`src/rtl/seq_divider.sv`:
```
// ----------------------------------------------------------------------------
// seq_divider
//
// Iterative radix-2 restoring divider serving the MIPS DIV/DIVU path. One
// quotient bit is produced per cycle with a WIDTH+1-bit trial subtraction,
// then a final fix-up cycle applies the signed-mode negations. The pipeline
// stalls while o_busy is high; o_done pulses for one cycle with the result.
//
// Ports:
//   i_clk        rising-edge clock
//   i_rst        synchronous, active-high reset
//   i_start      operation request, honoured only in IDLE
//   i_sign       1 = signed (DIV), 0 = unsigned (DIVU); captured with start
//   i_dividend   dividend, captured with start
//   i_divisor    divisor, captured with start
//   o_busy       high while an operation is in flight
//   o_done       one-cycle pulse, results valid
//   o_quotient   registered quotient (LO)
//   o_remainder  registered remainder (HI)
//   o_div_zero   registered; divisor was zero for the last completed operation
//
// Optional build macro:
//   SEQ_DIVIDER_ZERO_FAST_EN  when defined, a zero divisor skips the iterative
//                             phase and goes straight to the fix-up cycle.
//                             Result values are identical either way.
// ----------------------------------------------------------------------------
`timescale 1ns/1ps

module seq_divider #(
  parameter int WIDTH = 32,
  parameter int CNT_W = 6
) (
  input  logic             i_clk,
  input  logic             i_rst,
  input  logic             i_start,
  input  logic             i_sign,
  input  logic [WIDTH-1:0] i_dividend,
  input  logic [WIDTH-1:0] i_divisor,
  output logic             o_busy,
  output logic             o_done,
  output logic [WIDTH-1:0] o_quotient,
  output logic [WIDTH-1:0] o_remainder,
  output logic             o_div_zero
);

  typedef enum logic [1:0] {
    ST_IDLE,
    ST_CALC,
    ST_FIX,
    ST_DONE
  } state_t;

  state_t            r_state;
  state_t            w_stateNext;

  logic [CNT_W-1:0]  r_count;
  logic [WIDTH-1:0]  r_rem;
  logic [WIDTH-1:0]  r_quo;
  logic [WIDTH-1:0]  r_divisorMag;
  logic [WIDTH-1:0]  r_rawDividend;
  logic              r_dividendNeg;
  logic              r_divisorNeg;
  logic              r_divZeroPending;
  logic [WIDTH-1:0]  r_quotient;
  logic [WIDTH-1:0]  r_remainder;
  logic              r_divZero;

  logic              w_startAccept;
  logic              w_divisorZero;
  logic              w_dividendNeg;
  logic              w_divisorNeg;
  logic [WIDTH-1:0]  w_dividendMag;
  logic [WIDTH-1:0]  w_divisorMag;
  logic [WIDTH:0]    w_shifted;
  logic [WIDTH:0]    w_trial;
  logic              w_trialOk;
  logic [WIDTH-1:0]  w_quoFixed;
  logic [WIDTH-1:0]  w_remFixed;

  // Operand conditioning at start. Only signed mode treats the MSB as a sign;
  // the magnitude of the most negative value (2^(WIDTH-1)) still fits in
  // WIDTH unsigned bits, so no extra width is needed.
  assign w_startAccept = (r_state == ST_IDLE) && i_start;
  assign w_divisorZero = (i_divisor == '0);
  assign w_dividendNeg = i_sign & i_dividend[WIDTH-1];
  assign w_divisorNeg  = i_sign & i_divisor[WIDTH-1];
  assign w_dividendMag = w_dividendNeg ? ('0 - i_dividend) : i_dividend;
  assign w_divisorMag  = w_divisorNeg  ? ('0 - i_divisor)  : i_divisor;

  // One restoring step: shift the next dividend bit into the partial
  // remainder and trial-subtract. The shifted value is always below twice
  // the divisor, so the MSB of the WIDTH+1-bit difference is a clean borrow.
  assign w_shifted = {r_rem, r_quo[WIDTH-1]};
  assign w_trial   = w_shifted - {1'b0, r_divisorMag};
  assign w_trialOk = ~w_trial[WIDTH];

  // Sign fix-up: quotient truncates toward zero, remainder follows the
  // dividend's sign. A zero divisor bypasses this and reports all-ones over
  // the raw dividend regardless of mode.
  always_comb begin
    w_quoFixed = r_quo;
    w_remFixed = r_rem;
    if (r_divZeroPending) begin
      w_quoFixed = '1;
      w_remFixed = r_rawDividend;
    end else begin
      if (r_dividendNeg ^ r_divisorNeg) begin
        w_quoFixed = '0 - r_quo;
      end
      if (r_dividendNeg) begin
        w_remFixed = '0 - r_rem;
      end
    end
  end

  // State register.
  always_ff @(posedge i_clk) begin
    if (i_rst) begin
      r_state <= ST_IDLE;
    end else begin
      r_state <= w_stateNext;
    end
  end

  // Next-state and status outputs. Starts outside IDLE (including the DONE
  // cycle, where busy is already low) are deliberately ignored.
  always_comb begin
    w_stateNext = r_state;
    o_busy      = 1'b0;
    o_done      = 1'b0;
    unique case (r_state)
      ST_IDLE: begin
        if (i_start) begin
`ifdef SEQ_DIVIDER_ZERO_FAST_EN
          w_stateNext = w_divisorZero ? ST_FIX : ST_CALC;
`else
          w_stateNext = ST_CALC;
`endif
        end
      end
      ST_CALC: begin
        o_busy = 1'b1;
        if (r_count == CNT_W'(WIDTH - 1)) begin
          w_stateNext = ST_FIX;
        end
      end
      ST_FIX: begin
        o_busy      = 1'b1;
        w_stateNext = ST_DONE;
      end
      ST_DONE: begin
        o_done      = 1'b1;
        w_stateNext = ST_IDLE;
      end
      default: begin
        w_stateNext = ST_IDLE;
      end
    endcase
  end

  // Datapath: operand capture in IDLE, one quotient bit per CALC cycle,
  // result registration in FIX. Reset discards any in-flight operation.
  always_ff @(posedge i_clk) begin
    if (i_rst) begin
      r_count          <= '0;
      r_rem            <= '0;
      r_quo            <= '0;
      r_divisorMag     <= '0;
      r_rawDividend    <= '0;
      r_dividendNeg    <= 1'b0;
      r_divisorNeg     <= 1'b0;
      r_divZeroPending <= 1'b0;
      r_quotient       <= '0;
      r_remainder      <= '0;
      r_divZero        <= 1'b0;
    end else begin
      case (r_state)
        ST_IDLE: begin
          if (w_startAccept) begin
            r_count          <= '0;
            r_rem            <= '0;
            r_quo            <= w_dividendMag;
            r_divisorMag     <= w_divisorMag;
            r_rawDividend    <= i_dividend;
            r_dividendNeg    <= w_dividendNeg;
            r_divisorNeg     <= w_divisorNeg;
            r_divZeroPending <= w_divisorZero;
          end
        end
        ST_CALC: begin
          r_rem   <= w_trialOk ? w_trial[WIDTH-1:0] : w_shifted[WIDTH-1:0];
          r_quo   <= {r_quo[WIDTH-2:0], w_trialOk};
          r_count <= r_count + 1'b1;
        end
        ST_FIX: begin
          r_quotient  <= w_quoFixed;
          r_remainder <= w_remFixed;
          r_divZero   <= r_divZeroPending;
        end
        default: begin
        end
      endcase
    end
  end

  assign o_quotient  = r_quotient;
  assign o_remainder = r_remainder;
  assign o_div_zero  = r_divZero;

endmodule
```
`config.mk`:
```
export PLATFORM = sky130hd
export DESIGN_NAME = seq_divider
export DESIGN_NICKNAME = d
export VERILOG_FILES = /design/src/rtl/seq_divider.sv
export SDC_FILE = /design/constraint.sdc
export NUM_CORES = 1
export LEC_CHECK = 0
export ABC_AREA = 1
export BUFFER_PORTS_ARGS = -buffer_cell sky130_fd_sc_hd__buf_4
export CAP_MARGIN = 20
export CORE_MARGIN = 10
export CORE_UTILIZATION = 60
export DETAILED_ROUTE_END_ITERATION = 7
export PLACE_DENSITY = 0.85
export SYNTH_ARGS = -nofsm -noshare
export SYNTH_HDL_FRONTEND = slang
export SYNTH_SLANG_ARGS = --single-unit
```
`constraint.sdc`:
```
create_clock -name i_clk -period 2.6 [get_ports i_clk]
set_input_delay 0.39 -clock i_clk [delete_from_list [all_inputs] [get_ports i_clk]]
set_output_delay 0.39 -clock i_clk [all_outputs]
set_load 0.01 [all_outputs]
```
==> impl_metrics.env <==
export IMPL_cp_arrival_ps=2900
export IMPL_tns_ps=0
export IMPL_drtAntennaViolNets=0
export IMPL_vdd_drop_max_mv=0.779
export IMPL_syn_nets=2434
export IMPL_antenna_diode_count=0
export IMPL_fp_dieH_um=175
export IMPL_fp_dieW_um=175
export IMPL_netlist_area_um2=14500
export IMPL_wl_met1_mm=21.6
export IMPL_cts_sinks=204
export IMPL_routed_wirelength_mm=50.4
export IMPL_synthDistinctLibCells=52
export IMPL_relSlewSlack=0.483
export IMPL_power_density_nw_per_um2=1050
export IMPL_placed_cell_area_um2=15800
export IMPL_synth_ff_type="dfxtp_1"
export IMPL_synthArstFlopShare=0
export IMPL_hold_path_class="input pin to flop"
export IMPL_seqCellArea_um2=4080
export IMPL_syn_inst=2324
export IMPL_dp_cells=2722
export IMPL_whs_ps=170
export IMPL_grt_pass1_vias=14800
export IMPL_met3WireLength_mm=5.94
export IMPL_io_buffers=134
export IMPL_p_comb_frac=0.547
export IMPL_root_buffer="clkbuf_16"
export IMPL_drc_errors=0
export IMPL_top_layer="met4"
export IMPL_fin_area_um2=16700
export IMPL_cpPeakStageDelay_ps=370
export IMPL_place_gp_congestion=1.02
export IMPL_power_share_sequential=0.254
export IMPL_grt_pass1_wl_mm=78.2
export IMPL_synth_area_leaders="dfxtp_1 28%, nand2_1 15%, inv_1 8.8%"
export IMPL_final_setup_viol_count=0
export IMPL_cp_end_kind="flop"
export IMPL_coreArea_um2=23600
export IMPL_ys_ff_latch=204
export IMPL_worstMarginPinSlew_ps=769
export IMPL_path_max_fanout=22
export IMPL_power_frac_clock=0.200
export IMPL_nets=2539
export IMPL_first_pass_iters=7
export IMPL_synth_common_cells="573 x nand2_1, 341 x inv_1, 204 x dfxtp_1"
export IMPL_report_final_slew_viol_count=0
export IMPL_status="finished, final reports clean"
export IMPL_yosysWarningCount=0
export IMPL_maxClockFrequency_ghz=0.406
export IMPL_rsz0062_at_grt="no"
export IMPL_clk_pin_slew_ps=60
export IMPL_synth_top_area_cell="dfxtp_1"
export IMPL_yosysMostFrequentCell="nand2_1"
export IMPL_layout_drive_gt1_share=0.139
export IMPL_ys_seq_area_frac=0.282
export IMPL_post_cts_buffers=0
export IMPL_finalNonFillerCells=2764
export IMPL_rows=56
export IMPL_clk_insertion_delay_late_ps=520
export IMPL_wl_met2_mm=21.6
export IMPL_antenna_found_initial=1
export IMPL_multiInputGateArea_um2=8690
export IMPL_global_route_usage_total=0.311
export IMPL_critPathRequiredTime_ps=3040
export IMPL_cts_tree="done"
export IMPL_syn2layout_area_growth_pct=15.0
export IMPL_place_hpwl_mm=38.4
export IMPL_total_power_w=0.0175
export IMPL_grt_start_max_net_pins=112
export IMPL_postSynthAreaPerCell_um2=6.24
export IMPL_yosys_area_top_type_share=0.282
export IMPL_io_pins=135
export IMPL_power_leakage_nw=8.08
export IMPL_worst_path_most_repeated_cell="nand2_4"
export IMPL_timing_final_crit_share=0.948
export IMPL_viasPerCell=5.83
export IMPL_crit_chain="inv_1 -> ha_1 -> fa_2 -> inv_1 -> nand2_1 -> nand2_1 -> nand3_2 -> nand2_4 -> nand2_4 -> nand2_4 -> nand2_4 -> nand2_4 -> nand2_8 -> buf_6 -> nand3_1 -> nand3_2 -> a21oi_2"
export IMPL_period_needed_ps=2460
export IMPL_h_tree_depth=1
export IMPL_critPathSlowestCell="fa_2"
export IMPL_crit_type="flop to flop"
export IMPL_p_sw_frac=0.489
export IMPL_start_util=0.614
export IMPL_p_switching_w=0.00854
export IMPL_max_cap_violations=0
export IMPL_wl_per_cell_um=18.2
export IMPL_synth_edf_count=0
export IMPL_worstSetupStartpointType="flop"
export IMPL_fill_cells=2101
export IMPL_overflow=0
export IMPL_drt_initial_drc_count=2062
export IMPL_skew_ps=27.4
export IMPL_die_area_um2=30800
export IMPL_hold_viol_final=0
export IMPL_cts_max_path_buffers=3
export IMPL_dr_total_vias=16100
export IMPL_cts_buffers=23
export IMPL_p_int_w=0.00892
what timing repair did:
item / in CTS / in global routing
resized for setup: 0 / 6
hold buffers: 0 / 0
endpoints found under the setup margin: 0 / 28
worst max-delay path, delay by kind of cell (launching register included):
family / cells / cell delay [ps]
DFF: 1 / 340
AOI/OAI and AO/OA: 1 / 140
adders and majority gates: 2 / 600
and+or+nand+nor: 11 / 930
buffers and inverters: 3 / 370
placed cells by master, fill, tap and decap left out, types with 5 or more instances in the layout:
master / n
nor2_2: 7
inv_1: 340
xor2_1: 34
o211ai_1: 19
nand3_1: 177
nand4_1: 22
o21ai_0: 178
o21ai_1: 11
clkbuf_1: 5
nand3b_1: 16
a21oi_1: 187
inv_2: 15
nor3_1: 27
ha_1: 41
a21oi_2: 22
nand3_2: 28
nor2_1: 177
and2_1: 5
or2_2: 8
xnor2_1: 16
buf_4: 171
clkbuf_16: 23
nor4_1: 6
nand2_2: 15
dfxtp_1: 204
nand2_4: 15
o221ai_1: 12
a31oi_1: 37
nand2_1: 572
cells by family after synthesis:
group / count (synthesis) / synth area share
compound gates: 481 / 0.186
xor+xnor: 50 / 0.0302
fa+ha+maj: 42 / 0.0367
buf+inv: 454 / 0.123
flops: 204 / 0.282
simple gates: 1093 / 0.343
power groups by stage:
stage	Combinational, W	Clock (W)	Sequential (W)
finish	0.00955	0.00349	0.00443
global route	0.0105	0.00361	0.00449
CTS	0.00920	0.00349	0.00440
detailed placement	0.00911	0	0.00446
floorplan	0.00651	0	0.00438
global placement	0.00896	0	0.00443
final timing paths:
kind / startpoint / end / slack, ps / depth (start not counted)
worst max-delay path: r_quo[31]$_SDFFE_PP0P_ / r_rem[21]$_SDFFE_PP0P_ / 140 / 17
worst min-delay path: i_divisor[27] / r_divisorMag[27]$_SDFFE_PP0P_ / 170 / 3
worst max register to register: r_quo[31]$_SDFFE_PP0P_ / r_rem[21]$_SDFFE_PP0P_ / 140 / 17
worst min register to register: r_rawDividend[21]$_SDFFE_PP0P_ / r_rawDividend[21]$_SDFFE_PP0P_ / 450 / 2
per-layer routing:
| metal | GRT usage | vias to the layer above |
|---|---|---|
| li1 | - | 7736 |
| met1 | 0.426 | 7413 |
| met2 | 0.468 | 875 |
| met3 | 0.0894 | 86 |
| met4 | 0.0770 | 0 |
| met5 | 0 | - |
sequential cells by signal, summed over array words and instances, names as in the netlist:
name and flops:
r_rawDividend 32, o_quotient 32, r_state 2, r_count 6, r_rem 32, r_divisorMag 32
r_quo 32, o_div_zero 1, r_dividendNeg 1, r_divZeroPending 1, o_remainder 32, r_divisorNeg 1
through the flow:
step	setup WS, ps	utilization
after global placement	189	0.671
after detailed placement	116	0.671
after global routing	10.1	0.707
final	135	0.707
after floorplan	376	-
after CTS	76.5	0.705
cell type report:
type	count	share of cell area
multi-input combinational	1667	0.521
sequential	204	0.245
timing repair buffer	176	0.0824
inverter	357	0.0803
clock buffer	32	0.0389
tap	319	0.0239
clock inverter	9	0.00885
Note: power is estimated with default switching activity, not from simulation.
